`config.mk`:
```
export PLATFORM = sky130hd
export DESIGN_NAME = pong_game_ctrl
export DESIGN_NICKNAME = d
export VERILOG_FILES = /design/src/rtl/pong_pkg.sv /design/src/rtl/pong_game_ctrl.sv
export SDC_FILE = /design/constraint.sdc
export NUM_CORES = 1
export LEC_CHECK = 0
export CORE_UTILIZATION = 39
export DETAILED_ROUTE_END_ITERATION = 6
export REMOVE_ABC_BUFFERS = 1
export SETUP_SLACK_MARGIN = 0.05
export SLEW_MARGIN = 10
export SYNTH_ARGS = -nofsm -noshare
export SYNTH_HDL_FRONTEND = slang
export SYNTH_SLANG_ARGS = --single-unit
```
`constraint.sdc`:
```
create_clock -name pixel_clock -period 7.45 [get_ports pixel_clock]
set_input_delay 1.49 -clock pixel_clock [delete_from_list [all_inputs] [get_ports pixel_clock]]
set_output_delay 1.49 -clock pixel_clock [all_outputs]
set_load 0.02 [all_outputs]
```
`src/rtl/pong_pkg.sv`:
```
// pong_pkg: geometry and game-state definitions shared by the pong blocks
// (game controller, compositor, paddle logic). Geometry constants are in
// raster-counter coordinates, where 0 is the start of the sync pulse. They
// are 11 bits wide so that "position minus speed" can never wrap.
package pong_pkg;

  localparam logic [10:0] H          = 11'd640;
  localparam logic [10:0] V          = 11'd480;
  localparam logic [10:0] X0         = 11'd144;
  localparam logic [10:0] Y0         = 11'd35;
  localparam logic [10:0] BORDER     = 11'd8;
  localparam logic [10:0] BALL_SIZE  = 11'd16;
  localparam logic [10:0] BALL_SPEED = 11'd4;
  localparam logic [10:0] PADDLE_W   = 11'd8;
  localparam logic [10:0] PADDLE_H   = 11'd64;
  localparam logic [10:0] PADDLE_XL  = 11'd160;
  localparam logic [10:0] PADDLE_XR  = 11'd760;

  localparam logic [5:0]  SERVE_FRAMES = 6'd60;
  localparam logic [3:0]  WIN_SCORE    = 4'd9;

  // Derived playfield limits for the ball's top-left corner
  localparam logic [10:0] XMIN = X0;
  localparam logic [10:0] XMAX = X0 + H - BALL_SIZE;
  localparam logic [10:0] YMIN = Y0 + BORDER;
  localparam logic [10:0] YMAX = Y0 + V - BORDER - BALL_SIZE;
  localparam logic [10:0] CX   = X0 + ((H - BALL_SIZE) >> 1);
  localparam logic [10:0] CY   = Y0 + ((V - BALL_SIZE) >> 1);

  typedef enum logic [1:0] {
    GS_IDLE  = 2'd0,
    GS_SERVE = 2'd1,
    GS_PLAY  = 2'd2,
    GS_OVER  = 2'd3
  } game_state_t;

  // Vertical overlap between the ball and a paddle, both given by top line
  function automatic logic paddle_overlap(input logic [10:0] ball_top,
                                          input logic [10:0] paddle_top);
    return ((ball_top + BALL_SIZE) > paddle_top) &&
           (ball_top < (paddle_top + PADDLE_H));
  endfunction

endpackage

```
`src/rtl/pong_game_ctrl.sv`:
```
// pong_game_ctrl: game sequencer for pong. Owns ball position/direction,
// paddle and wall bounces, scoring and the IDLE/SERVE/PLAY/OVER flow.
// Advances once per frame_tick; start is honoured on any cycle in IDLE/OVER.
// Ports:
//   pixel_clock   in   pixel clock
//   reset_n       in   asynchronous, active-low reset
//   frame_tick    in   one-cycle strobe per frame
//   start         in   start button (synchronised)
//   paddle_l_y    in   top line of left paddle
//   paddle_r_y    in   top line of right paddle
//   ball_x/ball_y out  ball top-left corner
//   ball_visible  out  ball is drawn
//   score_l/_r    out  player scores
//   game_state    out  0 IDLE, 1 SERVE, 2 PLAY, 3 OVER
//   winner        out  0 left, 1 right (valid in OVER)
module pong_game_ctrl
  import pong_pkg::*;
(
  input  logic       pixel_clock,
  input  logic       reset_n,
  input  logic       frame_tick,
  input  logic       start,
  input  logic [9:0] paddle_l_y,
  input  logic [9:0] paddle_r_y,
  output logic [9:0] ball_x,
  output logic [9:0] ball_y,
  output logic       ball_visible,
  output logic [3:0] score_l,
  output logic [3:0] score_r,
  output logic [1:0] game_state,
  output logic       winner
);

  localparam logic [10:0] PADDLE_L_FACE = PADDLE_XL + PADDLE_W;
  localparam logic [10:0] PADDLE_R_STOP = PADDLE_XR - BALL_SIZE;
  localparam logic [9:0]  CX10 = CX[9:0];
  localparam logic [9:0]  CY10 = CY[9:0];

  game_state_t state_reg;
  logic        dir_x_reg;  // 1 = moving right
  logic        dir_y_reg;  // 1 = moving down
  logic [5:0]  serve_cnt_reg;

  logic [10:0] x_cur, y_cur, x_next, y_next;
  logic        wall_top, wall_bot;
  logic        hit_l, hit_r, miss_l, miss_r;
  logic [3:0]  score_l_inc, score_r_inc;

  assign x_cur  = {1'b0, ball_x};
  assign y_cur  = {1'b0, ball_y};
  assign x_next = dir_x_reg ? (x_cur + BALL_SPEED) : (x_cur - BALL_SPEED);
  assign y_next = dir_y_reg ? (y_cur + BALL_SPEED) : (y_cur - BALL_SPEED);

  assign wall_top = (y_next < YMIN);
  assign wall_bot = (y_next > YMAX);

  // A paddle only catches a ball that is crossing its face this frame;
  // the overlap test uses the pre-move ball_y.
  assign hit_l = !dir_x_reg && (x_next < PADDLE_L_FACE) && (x_cur >= PADDLE_L_FACE)
               && paddle_overlap(y_cur, {1'b0, paddle_l_y});
  assign hit_r = dir_x_reg && ((x_next + BALL_SIZE) > PADDLE_XR)
               && ((x_cur + BALL_SIZE) <= PADDLE_XR)
               && paddle_overlap(y_cur, {1'b0, paddle_r_y});
  assign miss_l = !dir_x_reg && (x_next < XMIN);
  assign miss_r = dir_x_reg && (x_next > XMAX);

  assign score_l_inc = score_l + 4'd1;
  assign score_r_inc = score_r + 4'd1;

  assign game_state = state_reg;

  always_ff @(posedge pixel_clock or negedge reset_n) begin
    if (!reset_n) begin
      state_reg     <= GS_IDLE;
      ball_x        <= CX10;
      ball_y        <= CY10;
      dir_x_reg     <= 1'b1;
      dir_y_reg     <= 1'b1;
      score_l       <= 4'd0;
      score_r       <= 4'd0;
      winner        <= 1'b0;
      ball_visible  <= 1'b0;
      serve_cnt_reg <= 6'd0;
    end else begin
      case (state_reg)
        // start takes priority over frame_tick here: no movement that cycle
        GS_IDLE, GS_OVER: begin
          if (start) begin
            state_reg     <= GS_SERVE;
            score_l       <= 4'd0;
            score_r       <= 4'd0;
            ball_x        <= CX10;
            ball_y        <= CY10;
            ball_visible  <= 1'b1;
            serve_cnt_reg <= SERVE_FRAMES;
          end
        end

        GS_SERVE: begin
          if (frame_tick) begin
            serve_cnt_reg <= serve_cnt_reg - 6'd1;
            if (serve_cnt_reg == 6'd1) state_reg <= GS_PLAY;
          end
        end

        GS_PLAY: begin
          if (frame_tick) begin
            if (wall_top) begin
              ball_y    <= YMIN[9:0];
              dir_y_reg <= 1'b1;
            end else if (wall_bot) begin
              ball_y    <= YMAX[9:0];
              dir_y_reg <= 1'b0;
            end else begin
              ball_y    <= y_next[9:0];
            end

            if (hit_l) begin
              ball_x    <= PADDLE_L_FACE[9:0];
              dir_x_reg <= 1'b1;
            end else if (hit_r) begin
              ball_x    <= PADDLE_R_STOP[9:0];
              dir_x_reg <= 1'b0;
            end else if (miss_l || miss_r) begin
              // Recentre (overrides the wall result) and serve toward the
              // player who conceded.
              ball_x    <= CX10;
              ball_y    <= CY10;
              dir_x_reg <= miss_r;
              if (miss_l) score_r <= score_r_inc;
              else        score_l <= score_l_inc;
              if ((miss_l && score_r_inc == WIN_SCORE) ||
                  (miss_r && score_l_inc == WIN_SCORE)) begin
                state_reg    <= GS_OVER;
                winner       <= miss_l;
                ball_visible <= 1'b0;
              end else begin
                state_reg     <= GS_SERVE;
                serve_cnt_reg <= SERVE_FRAMES;
              end
            end else begin
              ball_x <= x_next[9:0];
            end
          end
        end

        default: state_reg <= GS_IDLE;
      endcase
    end
  end

endmodule
```
==> results of run 1 <==
[Yosys cell counts, drive strengths merged (12+ instances only)]
library cell,n,area share [%]
and3,13,1.9
nor2,43,3.7
nand3,22,2.8
a21oi,29,3.5
inv,50,4.3
a21o,13,2.3
nor3,12,1.5
nand4,13,1.9
nand2,34,3.1
ha,63,18
dfrtp,28,16
o21ai,34,3.9
[path summary, 6_finish.rpt]
kind                                from               end  slack [ps]  depth (start not counted)
min in group asynchronous        reset_n     game_state[0]        1300                          1
max in group asynchronous        reset_n  serve_cnt_reg[2]        5610                          1
max reg2reg                    dir_x_reg  serve_cnt_reg[2]        2920                         14
min                         ball_visible      ball_visible         510                          2
max                        paddle_r_y[6]        score_l[0]        2870                         13
min reg2reg                 ball_visible      ball_visible         510                          2
[logic make-up after synthesis]
logic type      count (synthesis)  share of synthesized area, %
flops                          38                          22.3
buf+inv                        65                          6.84
compound gates                143                          23.8
fa+ha+maj                      65                          19.2
mux                             6                          1.48
simple gates                  179                          22.3
xor+xnor                       19                          4.03
other cells                     1                        0.0868
[per-layer routing]
layer | track usage, % | part of all wire (%)
met1 | 27.1 | 48
met2 | 33.9 | 49
met3 | 1.64 | 2.4
met4 | 3.72 | 0.80
met5 | 0 | 0
[power by group through the flow]
stage               combinational [mW]  clock, mW  sequential, mW
floorplan                        0.465          0           0.280
global placement                 0.636          0           0.276
detailed placement               0.646          0           0.277
CTS                              0.650      0.222           0.273
global route                     0.732      0.232           0.278
finish                           0.647      0.218           0.272
[area by class of cell]
class / count / area, sq um / area share, %
clock buffers: 6 / 82.6 / 1.63
clock inverters: 2 / 60.1 / 1.19
inverters: 50 / 188 / 3.71
multi-input cells: 414 / 3060 / 60.6
flip-flops and latches: 38 / 963 / 19.0
well taps: 140 / 175 / 3.46
repair buffers: 53 / 526 / 10.4
[through the flow]
stage                     hold slack (ps)  util (%)
after floorplan                       473         -
after global placement                498      45.5
after detailed placement              500      45.5
after CTS                             519      46.9
after global routing                  545      46.9
final                                 515      46.9
[worst register-to-register path, delay by kind of cell (launching register included)]
family	cells	cell delay (ps)
DFF	1	650
AOI/OAI and AO/OA	5	1780
and+or+nand+nor	6	1010
buffers and inverters	1	250
adders and majority gates	2	720
==> results.md, run 1 <==
* Commonest non-fill, non-tap cell in the layout: ha_1
* CTS Buf Count at 5
* Clock power share at 19.2%
* P_leak at ~2.2 nW
* CORE AREA at around 11000 sq um
* Overall routing resource usage at 19.7%
* Global-route wire length before repair at 18.3 mm
* Post-synth ARST share at 100%
* Clk sinks at 38
* PortBufs at 53
* Worst setup SP type: input port
* WL final at 10.9 mm
* CP cell instances: clkdlybuf4s50_1, ha_1, xnor2_1, ha_1, a21o_1, a21oi_1, nand2_1, a31o_2, a211oi_1, o31ai_4, a31oi_1, or2_0, mux2_2
* Starting Density at between 40% and 50%
* Clock buffer depth at 2
* Clk Latency, worst-skew pair at 290 ps
* Postcts setup bufs at 0
* Sw Ratio at 45.0%
* Post-route ant nets at 0
* TritonCTS clock tree: built
* Nets at 651
* Pre-CTS setup slack at 2560 ps
* Relative slew slack at 43.9%
* Die H at ~110 um
* Cell total after placement at 695
* Internal at 0.626 mW
* Residual DRC at 0
* Largest net degree at the start of global routing at 39
* Clk slew on worst S/H paths at 80 ps
* Iteration-0 DRC Markers at 144
* Clock Skews at 7.81 ps
* Detailed Routing Iterations Pass 1 at 4
* Design Area, Final at just over 5000 sq um
* Slew of the pin with the lowest slew margin at ~840 ps
* CTS H-tree depth at 2
* Ports at 56
* Die area at 11500 sq um
* Remaining global-route overflow at 0
* Antenna cells at 0
* Slowest CP cell: a211oi_1
* Final setup viols at 0
* Final TNS setup at 0 ps
* Seq pwr share at 23.9%
* Critical path capture point type: register
* Crit path arrival time at roughly 4800 ps
* Logic pwr share at 56.9%
* Vias per cell at 5.67
* Site Rows at 38
* Post-DP HPWL at 8.52 mm
* Family with the most delay on the worst path: compound AO/OA/AOI/OAI gates
* Synth Cell Area at 4320 sq um
* Routed vias at 3986
* Die Width at between 100 and 150 um
* Post_cts resized at 0
* FF+latch count, synth at 38
* Hold Path Class: register to register
* Cells after synthesis at 516
* Layout cells sized above 1 at 7.28%
* Worst setup margin at 2870 ps
* Commonest cells after routing, fill and taps aside: 63 x ha_1, 52 x clkdlybuf4s50_1, 50 x inv_1
* Final Max Tran Viols at 0
* Hold-fix buffers, CTS at 0
* Total power at approximately 1.1 mW
* Largest stage delay, worst path at 480 ps
* CP Data Required Time at approximately 7700 ps
* Worst Path Max Fanout at 11
* Fin crit share at 61.4%
* Vias in the first global route at 3809
* Max-Cap Viols at 0
* CP most frequent cell: ha_1
* Non-Filler Instances at 703
* Unrepaired setup endpoints after global routing: no
* Max VDD drop at 0.159 mV
* Largest register FFs at 10
* Worst path buffer plus inverter count at 1
* Hold Vio Cnt, Final at 0
* Area Growth Syn to Fin at 17.1%
* Achievable Freq at 0.219 GHz
* Post-synth EDFFs at 0
* Ys Warns at 0
* Clock root buffer: clkbuf_8
* Sequential area share after synthesis at between 20 and 25%
* Run status: complete, no violations
* Min Tclk post-route at 4580 ps
* Switching power total at 0.511 mW
* Initial antenna violation count at 0
* Mapped Avg Cell Area at 8.37 sq um
* Setup CP Type: input port to register
* Leading register cell type out of synthesis: dfrtp_1
* DP Area at 4910 sq um
* Library cells used by synthesis at 76
* Power density cells at 225 nW/um^2
* WL/cell at 15.5 um
* Gpl congestion at 0.850
* Fillers at 1031
(Power assumes the default switching activity.)
==> run 2, diff against run 1 <==
==> constraint.sdc (replaced) <==
create_clock -name pixel_clock -period 4.1 [get_ports pixel_clock]
set_input_delay 0.82 -clock pixel_clock [delete_from_list [all_inputs] [get_ports pixel_clock]]
set_output_delay 0.82 -clock pixel_clock [all_outputs]
set_load 0.02 [all_outputs]
==> results.md, run 2 (same netlist as run 1, synthesis figures left out) <==
* Die H at 107 um
* CORE AREA at 10800 sq um
* WL final at 11.5 mm
* Worst Path Max Fanout at 9
* Iteration-0 DRC Markers at 210
* Achievable Freq at 0.256 GHz
* Max-Cap Viols at 0
* Hold-fix buffers, CTS at 0
* Final Max Tran Viols at 0
* CTS Buf Count at 5
* Die area at between 10000 and 15000 sq um
* TritonCTS clock tree: built
* Antenna cells at 0
* CP cell instances: clkinvlp_4, buf_4, ha_2, a21o_1, a21o_1, a221oi_4, xnor2_2, o22ai_1, and3_1, o31ai_4, buf_6, nand4_1, a221oi_2, mux2i_1
* Largest stage delay, worst path at 640 ps
* Max VDD drop at roughly 0.23 mV
* Non-Filler Instances at 726
* Clock Skews at roughly 3.6 ps
* Run status: complete, no violations
* P_leak at around 2.3 nW
* Slew of the pin with the lowest slew margin at 861 ps
* Vias per cell at 5.61
* Clock root buffer: clkbuf_8
* Post-DP HPWL at 8.93 mm
* Clk Latency, worst-skew pair at 290 ps
* Footprint of the multi-input gates at approximately 3100 sq um
* Cell total after placement at between 700 and 800
* Detailed Routing Iterations Pass 1 at 4
* Starting Density at 40.0%
* CP Data Required Time at 4310 ps
* Final TNS setup at 0 ps
* Ports at 56
* Largest register FFs at 10
* Clk sinks at 38
* PortBufs at 53
* Fin crit share at between 90 and 100%
* Worst setup SP type: register
* Post-route ant nets at 0
* CTS H-tree depth at 2
* Remaining global-route overflow at 0
* Final setup viols at 0
* Fillers at roughly 1100
* WL/cell at 15.8 um
* Worst path buffer plus inverter count at 3
* Global-route wire length before repair at between 15 and 20 mm
* Die Width at 107 um
* Family with the most delay on the worst path: compound AO/OA/AOI/OAI gates
* Relative slew slack at a little over two fifths
* Hold Path Class: register to register
* Setup CP Type: register to register
* Min Tclk post-route at 3910 ps
* Layout cells sized above 1 at 11.6%
* Clk slew on worst S/H paths at roughly 70 ps
* Power density cells at 384 nW/um^2
* Sequential cell area at 963 sq um
* Hold Vio Cnt, Final at 0
* Unrepaired setup endpoints after global routing: no
* Residual DRC at 0
* Routed vias at 4073
* Site Rows at 38
* Commonest cells after routing, fill and taps aside: 60 x ha_1, 52 x clkdlybuf4s50_1, 49 x inv_1
* Crit path arrival time at between 4000 and 5000 ps
* Vias in the first global route at roughly 4000
* Commonest non-fill, non-tap cell in the layout: ha_1
* Area Growth Syn to Fin at 21.2%
* Critical path capture point type: register
* Initial antenna violation count at 0
* Overall routing resource usage at 20.5%
* Gpl congestion at around 0.9
* Clock buffer depth at 2
* Largest net degree at the start of global routing at 39
* Nets at slightly below 700
* Slowest CP cell: dfstp_2
* CP most frequent cell: a21o_1
run 2: worst paths after layout:
| kind | startpoint | to | cells past startpoint | slack (ps) |
|---|---|---|---|---|
| worst max register to register | dir_x_reg | game_state[0] | 14 | 190 |
| min in group asynchronous | reset_n | serve_cnt_reg[0] | 1 | 640 |
| worst min register to register | dir_y_reg | dir_y_reg | 2 | 520 |
| worst max-delay path | dir_x_reg | game_state[0] | 14 | 190 |
| max in group asynchronous | reset_n | ball_y[6] | 1 | 2920 |
| worst min-delay path | dir_y_reg | dir_y_reg | 2 | 520 |
run 2: final cells by class:
| type | count | share of cell area (%) |
|---|---|---|
| flip-flops and latches | 38 | 18.4 |
| inverters | 50 | 3.66 |
| well taps | 140 | 3.35 |
| multi-input cells | 414 | 59.2 |
| repair buffers | 76 | 13.6 |
| clock buffers | 8 | 1.72 |
run 2: power breakdown:
part	leakage [nW]	total, mW	internal (mW)	switching (mW)
clock	0.0455	0.268	0.137	0.130
combinational	1.79	1.26	0.501	0.756
sequential	0.468	0.486	0.428	0.0585
total	2.31	2.01	1.07	0.944
run 2: through the flow:
stage | setup WS, ps | hold slack [ps] | area, sq um | power (mW) | util (%)
floorplan | 327 | 473 | 4210 | 1.35 | -
global placement | 175 | 509 | 5050 | 1.71 | 46.8
detailed placement | 97.5 | 506 | 5050 | 1.73 | 46.8
CTS | 140 | 523 | 5140 | 2.01 | 47.7
global route | 4.83 | 553 | 5240 | 2.19 | 48.5
finish | 187 | 519 | 5240 | 2.01 | 48.5
run 2: worst register-to-register path, cell delays in order (launching register included):
cell,delay (ps)
dfstp_2,640
clkinvlp_4,220
buf_4,200
ha_2,320
a21o_1,170
a21o_1,190
a221oi_4,380
xnor2_2,180
o22ai_1,90
and3_1,220
o31ai_4,340
buf_6,180
nand4_1,180
a221oi_2,310
mux2i_1,210
run 2: timing repair:
item,CTS,global route
setup endpoints to repair,0,13
resized for setup,0,7
setup buffers,0,6
run 2: metal layers:
metal | part of all wire [%] | up-vias | GRT usage [%]
li1 | - | 2035 | -
met3 | 3.2 | 15 | 1.95
met5 | 0 | - | 0
met1 | 47 | 1947 | 27.3
met4 | 1.4 | 0 | 5.58
met2 | 48 | 76 | 35.4
